## src/rtl/serial_adder_seq.sv

```systemverilog
// Multi-cycle WIDTH-bit adder, BITS_PER_CYCLE bits per clock.
// Registered Sum/Carry/Overflow with start/busy/done handshake.
module serial_adder_seq #(
  parameter int WIDTH          = 8,
  parameter int BITS_PER_CYCLE = 1
) (
  input  logic             clk,
  input  logic             rst_n,
  input  logic             start,
  input  logic [WIDTH-1:0] A,
  input  logic [WIDTH-1:0] B,
  input  logic             Cin,
  output logic             busy,
  output logic             done,
  output logic [WIDTH-1:0] Sum,
  output logic             Carry,
  output logic             Overflow
);

  localparam int BPC   = BITS_PER_CYCLE;
  localparam int STEPS = WIDTH / BPC;
  localparam int CW    = (STEPS > 1) ? $clog2(STEPS) : 1;

  generate
    if (WIDTH < 2 || BPC < 1 || (WIDTH % BPC) != 0) begin : g_bad
      $error("BITS_PER_CYCLE must divide WIDTH, WIDTH >= 2");
    end
  endgenerate

  typedef enum logic [1:0] {
    S_IDLE,
    S_RUN,
    S_DONE
  } state_t;

  state_t           r_state;
  logic [WIDTH-1:0] r_a;
  logic [WIDTH-1:0] r_b;
  logic [WIDTH-1:0] r_part;
  logic [WIDTH-1:0] r_sum;
  logic [CW-1:0]    r_cnt;
  logic             r_cy;
  logic             r_busy;
  logic             r_done;
  logic             r_carry;
  logic             r_ovf;

  logic [BPC:0]     w_chunk;
  logic             w_cmsb;
  logic             w_last;
  logic [WIDTH-1:0] w_part;

  // carry into the chunk MSB recovered as a ^ b ^ sum at that bit
  always_comb begin
    w_chunk = {1'b0, r_a[BPC-1:0]}
            + {1'b0, r_b[BPC-1:0]}
            + {{BPC{1'b0}}, r_cy};
    w_cmsb  = r_a[BPC-1] ^ r_b[BPC-1]
            ^ w_chunk[BPC-1];
    w_last  = (r_cnt == CW'(STEPS - 1));
    w_part  = r_part >> BPC;
    w_part[WIDTH-1 -: BPC] = w_chunk[BPC-1:0];
  end

  always_ff @(posedge clk) begin
    if (!rst_n) begin
      r_state <= S_IDLE;
      r_a     <= '0;
      r_b     <= '0;
      r_part  <= '0;
      r_sum   <= '0;
      r_cnt   <= '0;
      r_cy    <= 1'b0;
      r_busy  <= 1'b0;
      r_done  <= 1'b0;
      r_carry <= 1'b0;
      r_ovf   <= 1'b0;
    end else begin
      unique case (r_state)
        S_IDLE: begin
          r_done <= 1'b0;
          if (start) begin
            r_a     <= A;
            r_b     <= B;
            r_cy    <= Cin;
            r_cnt   <= '0;
            r_part  <= '0;
            r_busy  <= 1'b1;
            r_state <= S_RUN;
          end
        end
        S_RUN: begin
          r_a    <= r_a >> BPC;
          r_b    <= r_b >> BPC;
          r_cy   <= w_chunk[BPC];
          r_part <= w_part;
          r_cnt  <= r_cnt + 1'b1;
          if (w_last) begin
            r_sum   <= w_part;
            r_carry <= w_chunk[BPC];
            r_ovf   <= w_cmsb ^ w_chunk[BPC];
            r_done  <= 1'b1;
            r_state <= S_DONE;
          end
        end
        S_DONE: begin
          r_done  <= 1'b0;
          r_busy  <= 1'b0;
          r_state <= S_IDLE;
        end
        default: begin
          r_done  <= 1'b0;
          r_busy  <= 1'b0;
          r_state <= S_IDLE;
        end
      endcase
    end
  end

  assign busy     = r_busy;
  assign done     = r_done;
  assign Sum      = r_sum;
  assign Carry    = r_carry;
  assign Overflow = r_ovf;

endmodule

```

## config.mk

```make
export PLATFORM = sky130hd
export DESIGN_NAME = serial_adder_seq
export DESIGN_NICKNAME = d
export VERILOG_FILES = /design/src/rtl/serial_adder_seq.sv
export SDC_FILE = /design/constraint.sdc
export NUM_CORES = 1
export LEC_CHECK = 0
export CORE_MARGIN = 5
export CORE_UTILIZATION = 30
export CTS_BUF_LIST = sky130_fd_sc_hd__clkbuf_8
export DETAILED_ROUTE_END_ITERATION = 7
export SYNTH_ARGS = -nofsm -noshare
export SYNTH_HDL_FRONTEND = slang
export SYNTH_SLANG_ARGS = --single-unit
```

## constraint.sdc

```tcl
create_clock -name clk -period 3.1 [get_ports clk]
set_input_delay 0.465 -clock clk [delete_from_list [all_inputs] [get_ports clk]]
set_output_delay 0.465 -clock clk [all_outputs]
set_load 0.02 [all_outputs]
```

## Word level (Yosys, flattened, before mapping)

Index checks and enable logic that the tools add are counted.

| word-level totals | value |
|---|---|
| ROM bits | 0 |
| output and inout bits | 12 |
| bits in latches | 0 |
| memory bits (writable) | 0 |
| input port bits | 20 |
| memories | 0 |
| register bits | 42 |
| logic and storage cells | 44 |

| cells by class | value |
|---|---|
| add/subtract/negate cells | 3 |
| bitwise operators | 4 |
| equal/unequal tests | 4 |
| shift-type cells | 0 |
| divide/modulo/power cells | 0 |
| reduce and logical (&&, ||, !) cells | 7 |
| $lt $le $gt $ge | 0 |
| $mul | 0 |
| muxes and demuxes | 15 |

Operators by type and width:

| operator | number |
|---|---|
| $pmux W8 S2 | 3 |
| $mux W8 | 3 |
| $reduce_and A2 Y1 | 5 |
| $pmux W3 S2 | 1 |
| $mux W2 | 2 |
| $ne A2 B2 Y1 const B | 2 |
| $pmux W1 S2 | 2 |
| $pmux W2 S2 | 1 |
| $add A3 B1 Y3 const B | 1 |
| $eq A3 B3 Y1 const B | 1 |
| $mux W3 | 1 |
| $xor A1 B1 Y1 | 3 |
| $add A1 B1 Y2 | 1 |
| $add A2 B1 Y2 | 1 |
| $eq A2 B1 Y1 const B | 1 |
| $logic_not A2 Y1 | 1 |
| $mux W1 | 2 |
| $reduce_bool A2 Y1 | 1 |
| $not A1 Y1 | 1 |

## Logic depth before layout (Yosys ltp)

| logic depth | value |
|---|---|
| word-level depth | 4 |
| gate-level depth with buffers | 6 |
| depth with buffers taken out | 5 |

## Least setup slack after synthesis

No wires, ideal clock.

| timing | value |
|---|---|
| kind | register to register |
| from | register r_a[0] |
| to | register r_ovf (netlist: Overflow) |
| data arrival time | 1326 ps |
| data required time | 2981 ps |
| cell stages (with the launch flop) | 6 |
| buffers on the path | 0 |
| setup time | 119 ps |
| setup slack | 1654 ps |
| period minus slack after synthesis | 1446 ps |
| path through | dfxtp_1 -> inv_1 -> fa_1 -> xor2_1 -> xnor2_1 -> a21oi_1 |

| on the way | value |
|---|---|
| word-level cells in the longest chain between the ends | 4 |
| elaborated cells on any way between the ends | 5 |
| those cells by class | 2 x add/sub; 3 x bitwise |

Ends and longest elaborated chain:

| item | line | source |
|---|---|---|
| start: declaration | 37 | `logic [WIDTH-1:0] r_a;` |
| start signal: assignment | 93 | `r_a <= r_a >> BPC;` |
| $add A1 B1 Y2 | 56 | `+ {1'b0, r_b[BPC-1:0]}` |
| $add A2 B1 Y2 | 57 | `+ {{BPC{1'b0}}, r_cy};` |
| $xor A1 B1 Y1 | 59 | `^ w_chunk[BPC-1];` |
| $xor A1 B1 Y1 * | 101 | `r_ovf <= w_cmsb ^ w_chunk[BPC];` |
| end signal: assignment | 101 |  |
| end: declaration | 46 | `logic r_ovf;` |

Mark *: on every way between the ends. The rest lies on a longest branch, timed or not.
A chain may end at the register's enable or synchronous reset.

## Worst setup path in the final report

| timing | value |
|---|---|
| from | register r_state[0] |
| to | register r_a[3] |

| on the way | value |
|---|---|
| word-level cells in the longest chain between the ends | 3 |
| elaborated cells on any way between the ends | 6 |
| those cells by class | 2 x eq/ne; 1 x mux; 3 x reduce/logical |

Ends and longest elaborated chain:

| item | line | source |
|---|---|---|
| start: declaration | 36 | `state_t r_state;` |
| start signal: assignment | 67 | `r_state <= S_IDLE;` |
| start signal: assignment | 89 | `r_state <= S_RUN;` |
| start signal: assignment | 103 | `r_state <= S_DONE;` |
| $eq A2 B1 Y1 or $logic_not A2 Y1 (tied branches) | 79 | `unique case (r_state)` |
| $reduce_bool A2 Y1 (no line) or $ne A2 B2 Y1 (tied branches) | n/a |  |
| $reduce_and A2 Y1 (no line) | n/a |  |

Several ways; a longest one is shown, not always the timed one.

==> flow_metrics.env <==
export IMPL_status="completed"
export IMPL_cts_path_max_buffers=2
export IMPL_antenna_cells=0
export IMPL_synth_cell_type_count=27
export IMPL_syn2layout_area_growth_pct=26.53
export IMPL_worst_pin_slew_ps=767.1
export IMPL_die_area_sq_um=7476
export IMPL_synth_nets=197
export IMPL_clock_sinks=41
export IMPL_start_kind="flip-flop"
export IMPL_slew_headroom_pct=48.76
export IMPL_wl_per_cell_microns=11.70
export IMPL_final_hold_viol_count=0
export IMPL_max_freq_ghz=0.5386
export IMPL_yosys_most_used_dff="dfxtp_1"
export IMPL_fin_ws_ps=1243
export IMPL_core_area_sq_um=5608
export IMPL_cts_setup_buffers=0
export IMPL_final_util_pct=39.58
export IMPL_required_ps=3290
export IMPL_async_flop_share_pct=0
export IMPL_avgSynthCellArea_sq_um=10.08
export IMPL_yosys_warnings=0
export IMPL_hp_class="reg -> reg"
export IMPL_nets=225
export IMPL_cp_cell_sequence="buf_4, o21ba_2, nand2_1, o211a_1"
export IMPL_hpwl_microns=2196
export IMPL_drtPass1Iterations=6
export IMPL_setup_tns_ps=0
export IMPL_postCtsResizedCells=0
export IMPL_crit_slowest_cell="dfxtp_1"
export IMPL_finalSetupViolCount=0
export IMPL_cap_violations=0
export IMPL_grt_pass1_wl_microns=5713
export IMPL_synth_yosys_seq_area_share_pct=46.79
export IMPL_period_needed_ps=1857
export IMPL_power_per_cell_area_nw_per_um2=548.6
export IMPL_rows=27
export IMPL_cts_made_buffers=5
export IMPL_maxSlewViolCount=0
export IMPL_hold_buffers=0
export IMPL_crit_path_max_fanout=27
export IMPL_critPathArrivalTime_ps=2040
export IMPL_fin_skew_ps=8.451
export IMPL_start_util_pct=31.28
export IMPL_postRouteAntennaNets=0
export IMPL_grt_antenna_before_repair=0
export IMPL_rsz0062_at_grt="no"
export IMPL_synth_edf_count=0
export IMPL_hold_start="Sum[0]"
export IMPL_ir_worst_vdd_mv=0.1886
export IMPL_globalRouteOverflowTotal=0
export IMPL_htreeDepth=2
export IMPL_grt_total_usage_pct=9.732
export IMPL_finalCritPeriodShare_pct=59.89
export IMPL_place_congestion=0.6692
export IMPL_die_w_microns=86.47
export IMPL_cts_tree="built"
export IMPL_end_kind="flip-flop"
export IMPL_cts_clk_slew_worst_paths_ps=80
export IMPL_drive_above_1_share_pct=6.404
export IMPL_worstSetupPathType="reg -> reg"
export IMPL_crit_path_start="r_state[0]"
export IMPL_clock_latency_ps=300
export IMPL_wirelength_microns=3218
export IMPL_first_global_vias=1226
export IMPL_port_buffers=31
export IMPL_grt_max_degree=41
export IMPL_synth_seq_cells=41
export IMPL_initialDrtViolationCount=67
export IMPL_syn_area_sq_um=1754
export IMPL_syn_inst=174
export IMPL_pre_cts_ws_ps=1219
export IMPL_holdWs_ps=462.5
export IMPL_clock_root_buffer="clkbuf_8"
export IMPL_vias=1287
export IMPL_drc=0
export IMPL_cpPeakStageDelay_ps=640
export IMPL_finalPower_uw=1218
export IMPL_die_y_microns=86.47
export IMPL_p_leak_uw=0.0009688
export IMPL_io_pins=32
export IMPL_r2r_start="r_state[0]"
export IMPL_viasPerCell=4.680
## cell type report
| type | count | area, sq um |
|---|---|---|
| Fill cell | 598 | 3388 |
| Multi-Input combinational cell | 116 | 830.8 |
| Sequential cell | 41 | 820.8 |
| Timing Repair Buffer | 33 | 325.3 |
| Tap cell | 72 | 90.09 |
| Clock buffer | 5 | 68.82 |
| Clock inverter | 3 | 65.06 |
| Inverter | 5 | 18.77 |
## metal layers
| metal | GRT usage (%) | share of wire [%] |
|---|---|---|
| met1 | 13.20 | 50 |
| met2 | 13.77 | 44 |
| met3 | 4.087 | 5.3 |
| met4 | 3.399 | 1.1 |
| met5 | 0 | 0 |
## kinds of logic after synthesis
kind of cell | Yosys count | synth area share (%)
adder cells (fa/ha/maj) | 3 | 2.568
AO/OA/AOI/OAI | 41 | 19.76
multiplexers | 15 | 8.559
buffers and inverters | 17 | 5.849
XOR/XNOR | 3 | 1.498
AND/OR/NAND/NOR | 54 | 14.98
flip-flops | 41 | 46.79
## flip-flops by register name (all words and copies together), names as in the netlist
name	cells
r_a	8
r_cy	1
r_state	2
r_part	7
r_b	8
done	1
Overflow	1
r_cnt	3
Sum	8
Carry	1
busy	1
## cells in the final DEF, fill, tap and decap left out
cell and count:
a21boi_0 7, a21oi_1 3, a22oi_1 11, a2bb2oi_1 1
and3_1 3, and3b_1 1, buf_4 2, bufinv_16 2
clkbuf_8 5, clkdlybuf4s50_1 31, clkinv_2 1, dfxtp_1 41
fa_1 1, ha_1 2, inv_1 5, mux2i_1 15
nand2_1 32, nand2b_1 3, nand3b_1 1, nor2b_1 13
nor3b_1 1, o211a_1 15, o21ai_0 1, o21ba_2 1
o21bai_2 1, o221a_2 1, xnor2_1 1, xor2_1 2
## final timing paths
kind	endpoint	slack, ps	cells after the start
min reg2reg	Sum[0]	460	2
max reg2reg	r_a[3]	1240	4
max	r_a[3]	1240	4
min	Sum[0]	460	2
## cell usage after synthesis, drive strengths merged (2+ instances only)
| master | n | area, sq um |
|---|---|---|
| a21boi | 7 | 52.55 |
| a21oi | 3 | 15.01 |
| a22oi | 11 | 82.58 |
| and3 | 3 | 18.77 |
| buf | 9 | 72.57 |
| clkbuf | 3 | 11.26 |
| dfxtp | 41 | 820.8 |
| ha | 2 | 25.02 |
| inv | 5 | 18.77 |
| mux2i | 15 | 150.1 |
| nand2 | 32 | 120.1 |
| nand2b | 3 | 18.77 |
| nor2b | 13 | 81.33 |
| o211a | 15 | 150.1 |
| xor2 | 2 | 17.52 |
## report_power, final
part	switching, uW	internal, uW	total (uW)
registers	17.6	551	569
clock network	187	320	507
logic	64.3	77.7	142
## metrics by stage
step | std cells | cell area (sq um)
2_1_floorplan | 174 | 1754
3_3_place_gp | 267 | 2086
3_5_place_dp | 267 | 2086
4_1_cts | 275 | 2220
5_1_grt | 275 | 2220
6_report | 275 | 2220
## critical path: cells and delay by family (launching register included)
| family | cells | cell delay, ps |
|---|---|---|
| AO/OA/AOI/OAI | 2 | 660 |
| flip-flops | 1 | 640 |
| buffers and inverters | 1 | 320 |
| AND/OR/NAND/NOR | 1 | 120 |
No activity file was read; power rests on OpenSTA's default activity.
